==> src/rtl/axis_detector_merger_pkg.sv <==
// axis_detector_merger_pkg: run-state encoding and shared helpers for the detector merger.
package axis_detector_merger_pkg;

    typedef enum logic [1:0] {
        ST_IDLE  = 2'd0,
        ST_RUN   = 2'd1,
        ST_DRAIN = 2'd2,
        ST_DONE  = 2'd3
    } state_t;

    function automatic int idx_width(int n);
        return (n < 2) ? 1 : $clog2(n);
    endfunction

    // Adds d to v and clamps at the all-ones value of a w-bit counter.
    function automatic logic [63:0] sat_inc(logic [63:0] v, logic [63:0] d, int w);
        logic [63:0] mx;
        logic [63:0] s;
        mx = (w >= 64) ? '1 : (64'd1 << w) - 64'd1;
        s = v + d;
        return (s > mx || s < v) ? mx : s;
    endfunction

endpackage

==> src/rtl/axis_detector_merger_rr_arbiter.sv <==
// axis_rr_arbiter: round-robin grant from a request vector; pointer advances past each accepted grant.
module axis_rr_arbiter #(
    parameter int N  = 4,
    parameter int IW = 2
) (
    input  logic          aclk,
    input  logic          areset,
    input  logic [N-1:0]  req,
    input  logic          accept,
    output logic [IW-1:0] gnt,
    output logic          gnt_vld
);

    logic [IW-1:0] ptr;
    int j;

    // Descending scan so the request closest to the pointer is the last one written.
    always_comb begin
        gnt = '0;
        gnt_vld = 1'b0;
        j = 0;
        for (int k = N - 1; k >= 0; k--) begin
            j = int'(ptr) + k;
            if (j >= N) j = j - N;
            if (req[j]) begin
                gnt = IW'(j);
                gnt_vld = 1'b1;
            end
        end
    end

    always_ff @(posedge aclk or posedge areset) begin
        if (areset) ptr <= '0;
        else if (accept && gnt_vld) ptr <= (int'(gnt) == N - 1) ? '0 : gnt + 1'b1;
    end

endmodule

==> src/rtl/axis_detector_merger.sv <==
// axis_detector_merger: merges tvalid-only detector readers into one AXI4-Stream master
// through per-input holding registers, a round-robin arbiter and a run/drain state machine.
module axis_detector_merger
    import axis_detector_merger_pkg::*;
#(
    parameter int NUM_INPUTS       = 4,
    parameter int AXIS_TDATA_WIDTH = 128,
    parameter int CNTR_WIDTH       = 32
) (
    input  logic                                 aclk,
    input  logic                                 areset,
    input  logic                                 cfg_enable,
    input  logic [CNTR_WIDTH-1:0]                cfg_limit,
    input  logic [NUM_INPUTS*AXIS_TDATA_WIDTH-1:0] s_axis_tdata,
    input  logic [NUM_INPUTS-1:0]                s_axis_tvalid,
    output logic [AXIS_TDATA_WIDTH-1:0]          m_axis_tdata,
    output logic [2:0]                           m_axis_tuser,
    output logic                                 m_axis_tvalid,
    input  logic                                 m_axis_tready,
    output logic [CNTR_WIDTH-1:0]                sts_events,
    output logic [CNTR_WIDTH-1:0]                sts_drops,
    output logic [1:0]                           sts_state
);

    localparam int IW = idx_width(NUM_INPUTS);
    localparam int W  = AXIS_TDATA_WIDTH;

    state_t st, st_nx;
    logic [NUM_INPUTS-1:0] hold_vld, cap;
    logic [W-1:0] hold_data [NUM_INPUTS];
    logic [IW-1:0] gnt;
    logic gnt_vld, load, active, take, limited;
    logic [63:0] n_acc, n_drop;

    assign load    = !m_axis_tvalid || m_axis_tready;
    assign active  = (st == ST_RUN) || (st == ST_DRAIN);
    assign take    = gnt_vld && load && active;
    assign limited = (cfg_limit != '0) && (sts_events >= cfg_limit);
    assign sts_state = st;

    axis_rr_arbiter #(.N(NUM_INPUTS), .IW(IW)) u_arb (
        .aclk    (aclk),
        .areset  (areset),
        .req     (hold_vld),
        .accept  (load && active),
        .gnt     (gnt),
        .gnt_vld (gnt_vld)
    );

    // Ascending scan gives lower indices priority when the limit cuts a burst short.
    always_comb begin
        cap = '0;
        n_acc = '0;
        n_drop = '0;
        for (int i = 0; i < NUM_INPUTS; i++) begin
            if (st == ST_RUN && s_axis_tvalid[i]) begin
                if ((!hold_vld[i] || (take && gnt == IW'(i))) &&
                    (cfg_limit == '0 || 64'(sts_events) + n_acc < 64'(cfg_limit))) begin
                    cap[i] = 1'b1;
                    n_acc = n_acc + 64'd1;
                end else begin
                    n_drop = n_drop + 64'd1;
                end
            end
        end
    end

    always_comb begin
        st_nx = st;
        if (st == ST_IDLE && cfg_enable) st_nx = ST_RUN;
        if (st == ST_RUN && (!cfg_enable || limited)) st_nx = ST_DRAIN;
        if (st == ST_DRAIN && hold_vld == '0 && !m_axis_tvalid) st_nx = ST_DONE;
        if (st == ST_DONE && !cfg_enable) st_nx = ST_IDLE;
    end

    always_ff @(posedge aclk or posedge areset) begin
        if (areset) st <= ST_IDLE;
        else st <= st_nx;
    end

    always_ff @(posedge aclk or posedge areset) begin
        if (areset) begin
            sts_events <= '0;
            sts_drops <= '0;
        end else if (st == ST_IDLE && cfg_enable) begin
            sts_events <= '0;
            sts_drops <= '0;
        end else begin
            sts_events <= CNTR_WIDTH'(sat_inc(64'(sts_events), n_acc, CNTR_WIDTH));
            sts_drops <= CNTR_WIDTH'(sat_inc(64'(sts_drops), n_drop, CNTR_WIDTH));
        end
    end

    always_ff @(posedge aclk or posedge areset) begin
        if (areset) begin
            hold_vld <= '0;
            for (int i = 0; i < NUM_INPUTS; i++) hold_data[i] <= '0;
        end else begin
            for (int i = 0; i < NUM_INPUTS; i++) begin
                if (cap[i]) hold_data[i] <= s_axis_tdata[i*W +: W];
                hold_vld[i] <= cap[i] || (hold_vld[i] && !(take && gnt == IW'(i)));
            end
        end
    end

    always_ff @(posedge aclk or posedge areset) begin
        if (areset) begin
            m_axis_tdata <= '0;
            m_axis_tuser <= '0;
            m_axis_tvalid <= 1'b0;
        end else if (take) begin
            m_axis_tdata <= hold_data[gnt];
            m_axis_tuser <= 3'(gnt);
            m_axis_tvalid <= 1'b1;
        end else if (m_axis_tready) begin
            m_axis_tvalid <= 1'b0;
        end
    end

endmodule
==> config.mk <==
export PLATFORM = sky130hd
export DESIGN_NAME = axis_detector_merger
export DESIGN_NICKNAME = d
export VERILOG_FILES = /design/src/rtl/axis_detector_merger_pkg.sv /design/src/rtl/axis_detector_merger_rr_arbiter.sv /design/src/rtl/axis_detector_merger.sv
export SDC_FILE = /design/constraint.sdc
export NUM_CORES = 2
export LEC_CHECK = 0
export CAP_MARGIN = 20
export CELL_PAD_IN_SITES_DETAIL_PLACEMENT = 1
export CELL_PAD_IN_SITES_GLOBAL_PLACEMENT = 1
export CORE_MARGIN = 10
export CORE_UTILIZATION = 44
export DETAILED_ROUTE_END_ITERATION = 10
export PLACE_DENSITY_LB_ADDON = 0.2
export SYNTH_ARGS = -nofsm -noshare
export SYNTH_HDL_FRONTEND = slang
export SYNTH_SLANG_ARGS = --single-unit
==> constraint.sdc <==
create_clock -name aclk -period 54.8 [get_ports aclk]
set_input_delay 5.48 -clock aclk [delete_from_list [all_inputs] [get_ports aclk]]
set_output_delay 5.48 -clock aclk [all_outputs]
set_load 0.005 [all_outputs]
# Yosys cells after proc, flatten, opt, wreduce, memory -nomap -nowiden
# Cells that the tools add are included.
# totals
reg_bits,715
latch_bits,0
mem_bits_rw,0
rom_bits,0
input_bits,552
out_inout_bits,198
word_cells,179
mem_count,0
# op_classes
n_addsub,19
multipliers,0
div,0
magnitude_cmp,18
eq_ne,7
shifts,0
n_mux,62
bitwise,1
n_reduce_logical,60
# op_table
cell,count
$mux W64,12
$add A64 B1 Y64 const B,6
$add A32 B64 Y64,5
$lt A64 B32 Y1,5
$bmux W128 S2,1
$mux W128,2
$mux W32,8
$gt A64 B32 Y1 const B,2
$lt A32 B4 Y1 const B,4
$ge A32 B4 Y1 const B,3
$sub A32 B4 Y32 const B,3
$ge A32 B32 Y1,1
$logic_not A32 Y1,1
$lt A32 B32 Y1,1
$reduce_bool A32 Y1,1
$logic_and A1 B1 Y1,26
$mux W1,26
$mux W2,9
$logic_or A1 B1 Y1,17
$logic_not A1 Y1,10
$bmux W1 S2,4
$eq A2 B2 Y1 const B,4
$add A2 B2 Y3 const B,2
$eq A2 B1 Y1 const B,3
10 further kinds,11

# Logic depth before layout (Yosys ltp)
# depth
depth_word,40
mapped_depth,87
depth_no_buf,77

# By module
# A second synthesis with hierarchy kept.
# hier_totals
hier_cells,3362
hier_area_um2,36947.9
# by_module_without_submodules
mod,instances,cells_each,area_per_inst_um2,seq_area_each_um2
axis_detector_merger,1,3337,36782.8,17842.1
axis_rr_arbiter,1,25,165.2,50.0

# Worst setup path after synthesis
# OpenSTA, ideal clock, no wires.
# synth_path
kind,input-to-reg
start,input port cfg_limit[17]
end,register sts_events[0]
setup_time_ps,136
arrival_ps,20785
required_time_ps,54664
path_slack_ps,33878
cell_stages,84
path_buffers,10
path_cell_list,inv_1 ha_1 a21o_1 a21o_1 a2111oi_0 o21ai_0 o211ai_1 a41oi_1 nor3_1 clkbuf_1 buf_2 ha_1 nand3_1 or3_1 clkbuf_1 nor2_1 nand2_1 xnor2_1 [48 not listed] xnor3_1 ha_1 fa_1 a21o_1 a21oi_1 inv_1 nand2_1 or2_2 nor2_1 ha_1 xor2_1 nand2_1 nor3_1 and3_1 nand2_1 o311ai_2 buf_6 a21oi_1
# synth_via
elab_chain_len,28
word_cells_on_any_way,33
cone_classes,add/sub (7); order compare (6); mux (10); reduce/logical (10)
# synth_lines
item,line_no,rtl
from (decl),axis_detector_merger.sv:13,"input logic [CNTR_WIDTH-1:0] cfg_limit,"
$lt A32 B32 Y1 or $logic_not A32 Y1 (tied branches),axis_detector_merger.sv:58,(cfg_limit == '0 || 64'(sts_events) + n_acc < 64'(cfg_limit))) begin
$logic_or A1 B1 Y1,axis_detector_merger.sv:58,
$logic_and A1 B1 Y1,axis_detector_merger.sv:57,if ((!hold_vld[i] || (take && gnt == IW'(i))) &&
$mux W1,axis_detector_merger.sv:57,
$mux W1,axis_detector_merger.sv:56,if (st == ST_RUN && s_axis_tvalid[i]) begin
$add A32 B64 Y64,axis_detector_merger.sv:58,
$lt A64 B32 Y1,axis_detector_merger.sv:58,
$logic_or A1 B1 Y1,axis_detector_merger.sv:58,
[12 not listed],n/a,
$logic_and A1 B1 Y1,axis_detector_merger.sv:57,
$mux W64,axis_detector_merger.sv:57,
$mux W64 (*),axis_detector_merger.sv:56,
$add A32 B64 Y64 (*),axis_detector_merger_pkg.sv:20,s = v + d;
$gt A64 B32 Y1 or $lt A64 B32 Y1 (tied branches),axis_detector_merger_pkg.sv:21,return (s > mx || s < v) ? mx : s;
$logic_or A1 B1 Y1,axis_detector_merger_pkg.sv:21,
$mux W32 (*),axis_detector_merger_pkg.sv:21,
$mux W32 (*),axis_detector_merger.sv:85,end else if (st == ST_IDLE && cfg_enable) begin
to (signal assigned),axis_detector_merger.sv:89,"sts_events <= CNTR_WIDTH'(sat_inc(64'(sts_events), n_acc, CNTR_WIDTH));"
to (decl),axis_detector_merger.sv:20,"output logic [CNTR_WIDTH-1:0] sts_events,"
# Mark *: on every way between the ends. The rest lies on a longest branch, timed or not.
# A chain may end at the register's enable or synchronous reset.

# Final worst setup path
# layout_path
start,input port cfg_limit[17]
end,register sts_events[29]
# The elaborated chain is that of the path after synthesis.

==> impl_metrics.tcl <==
set metrics [dict create \
    yosys.area.top_type "dfrtp_1" \
    fmax_mhz 39.5 \
    clock_sinks 715 \
    rows 109 \
    postCtsHoldBufs 0 \
    grt_pass1_vias 37600 \
    vias_per_cell 5.81 \
    synth_top_cell_area_share_pct 45.4 \
    tritoncts "done" \
    grt_pass1_wl_um 247000 \
    yosysSeqAreaShare_pct 45.4 \
    drt_iter0_markers 2704 \
    drcViolationCount 0 \
    power.switching_uw 1370 \
    synthTopCellsByArea "dfrtp_1, mux2_2, nand2_1, ha_1, nor2_1" \
    clk-insertion-delay-late_ps 660 \
    postRouteAntennaNets 0 \
    critPathKind "in2reg" \
    grt_max_degree 197 \
    place_area_sq_um 47600 \
    tightest_slew_ps 1240 \
    clkPwrFrac_pct 18.7 \
    routedWlPerCell_um 27.7 \
    io_pins 750 \
    postSynthAreaPerCell_sq_um 9.53 \
    wirelength_um 166000 \
    timing.setup.tns_ps 0 \
    switching_share_pct 44.0 \
    cts_inserted_buffers 83 \
    irDropWorstVdd_mv 0.0769 \
    async_flop_share_pct 100 \
    stdcell_area_sq_um 50600 \
    cp_max_fo 50 \
    ys.flop_type "dfrtp_1" \
    internal_power_uw 1740 \
    synthesis.nets 4878 \
    ys_types 87 \
    drive_gt1_share_pct 12.2 \
    synth_area_sq_um 39400 \
    core_sq_um 88600 \
    slew_headroom_pct 17.4 \
    area_delta_synth_final_pct 28.3 \
    hold_viol 0 \
    skew_ps 61.7 \
    h-tree-depth 3 \
    ys_warn_count 0 \
    clock-root-buffer "clkbuf_16" \
    cp_slowest_stage_delay_ps 830 \
    rsz0062_at_grt "false" \
    drt_pass1_iterations 7 \
    crit_family "simple AND/OR/NAND/NOR gates" \
    maxCapViolations 0 \
    fin_nets 5488 \
    outcome "finished, final reports clean" \
    path_buf_inv 4 \
    cp-end-kind "register" \
    overflow 0 \
    drv_slew 0 \
    ctsResizeCount 0 \
    grt_use_total_pct 31.5 \
    critical_path.most_common_cell "ha_1" \
    synth_cells 4137 \
    hpwlAfterDp_um 117000 \
    min_period_over_period_pct 46.2 \
    clk_pin_slew_ps 60 \
    start_util_pct 44.5 \
    die_w_um 319 \
    final.min_clock_period_ps 25300 \
    min_path_type "reg2reg" \
    fp.dieArea_sq_um 102000 \
    portBuffers 748 \
    num_vias 34900 \
    antenna_found_initial 71 \
    clock_path_buffers 3 \
    crit_required_ps 55250 \
    arrival_ps 25740 \
    start_kind "input port" \
    postCtsSetupBuffers 0 \
    whs_ps 477 \
    place.gp.congestion 0.956 \
    setup_viol 0 \
    die_h_um 319 \
    synth_edf_count 0 \
    leakage_uw 0.0228 \
    fin_cells 6018 \
    synth-seq-cells 715 \
    p_per_area_nw_per_um2 61.6 \
    pwr-share-comb_pct 50.2 \
    dp_cells 5827 \
    crit_slowest_cell "nand3_4" \
    seq_power_share_pct 31.1 \
]
[cell families after synthesis]
family	synth area share, %
buf+inv	5.27
simple gates	16.5
other cells	0.00951
mux	12.1
xor+xnor	3.26
compound gates	11.4
flops	45.4
fa+ha+maj	6.10
[flip-flops by register name, summed over array words and instances (netlist names)]
| name | count |
|---|---|
| hold_data | 512 |
| u_arb.ptr | 2 |
| sts_state | 2 |
| sts_drops | 32 |
| m_axis_tuser | 2 |
| m_axis_tvalid | 1 |
| m_axis_tdata | 128 |
| hold_vld | 4 |
| sts_events | 32 |
[worst reg2reg max path, delay by kind of cell (launching register included)]
family | cells | cell delay [ps]
flip-flops | 1 | 680
AO/OA/AOI/OAI | 22 | 6310
XOR/XNOR | 5 | 1000
buffers and inverters | 2 | 650
AND/OR/NAND/NOR | 28 | 7850
adder cells (fa/ha/maj) | 12 | 3890
[cell usage in the layout (no fill, tap or decap), types with 84 or more instances in the layout]
cell / count
clkdlybuf4s50_1: 748
o32ai_1: 129
xnor2_1: 89
ha_1: 185
nor2_1: 483
mux2_2: 277
a21oi_1: 86
nand2_1: 625
nand3_1: 169
clkbuf_16: 84
o21ai_0: 297
inv_1: 222
dfrtp_1: 715
mux2_4: 90
[power by group through the flow]
stage,clock network (uW),registers [uW],logic [uW]
CTS,591,965,1560
floorplan,0,904,986
detailed placement,0,969,1540
global placement,0,955,1500
finish,582,968,1560
global route,613,998,1720
[area by class of cell]
type                            count  area [sq um]
Fill cell                        9849         38100
Sequential cell                   715         17900
Multi-Input combinational cell   2928         19600
Inverter                          225           860
Clock buffer                      126          2410
Antenna cell                       40           100
Clock inverter                     25           429
Tap cell                         1165          1460
Timing Repair Buffer              794          7880
[per-stage QoR]
| stage | utilization (%) | total power, uW | setup slack [ps] |
|---|---|---|---|
| global route | 57.0 | 3330 | 28230 |
| finish | 57.1 | 3110 | 29500 |
| global placement | 53.8 | 2450 | 29640 |
| floorplan | - | 1890 | 29260 |
| CTS | 57.0 | 3120 | 29940 |
| detailed placement | 53.8 | 2510 | 29430 |
[final timing paths]
check / from / endpoint / slack [ps] / cells after the start
worst max-delay path: cfg_limit[17] / sts_events[29] / 29500 / 71
worst min-delay path: m_axis_tdata[55] / m_axis_tdata[55] / 480 / 2
worst max register to register: sts_events[17] / sts_events[29] / 34250 / 69
worst min register to register: m_axis_tdata[55] / m_axis_tdata[55] / 480 / 2
max in group asynchronous: areset / m_axis_tdata[56] / 45870 / 6
min in group asynchronous: areset / hold_data[390] / 5350 / 2
[cell usage after synthesis, types with 21 or more instances]
cell,number
dfrtp_1,715
nand2_1,626
nor2_1,484
o21ai_0,297
mux2_2,277
inv_1,223
ha_1,185
nand3_1,172
clkbuf_1,168
o32ai_1,129
mux2_4,90
xnor2_1,89
a21oi_1,86
nand4_1,58
buf_2,57
xor2_1,55
a21o_1,46
nor3_1,34
a31oi_1,24
nor4_1,24
and2_1,23
and3_1,21
[layer usage]
layer  track usage (%)  part of all wire [%]  routed length (um)
met5                 0                  0.25                 410
met3              9.20                   7.8               12900
met1              37.0                    39               64900
met2              51.9                    47               78900
met4              16.7                   5.6                9290
Note: power is estimated with default switching activity, not from simulation.
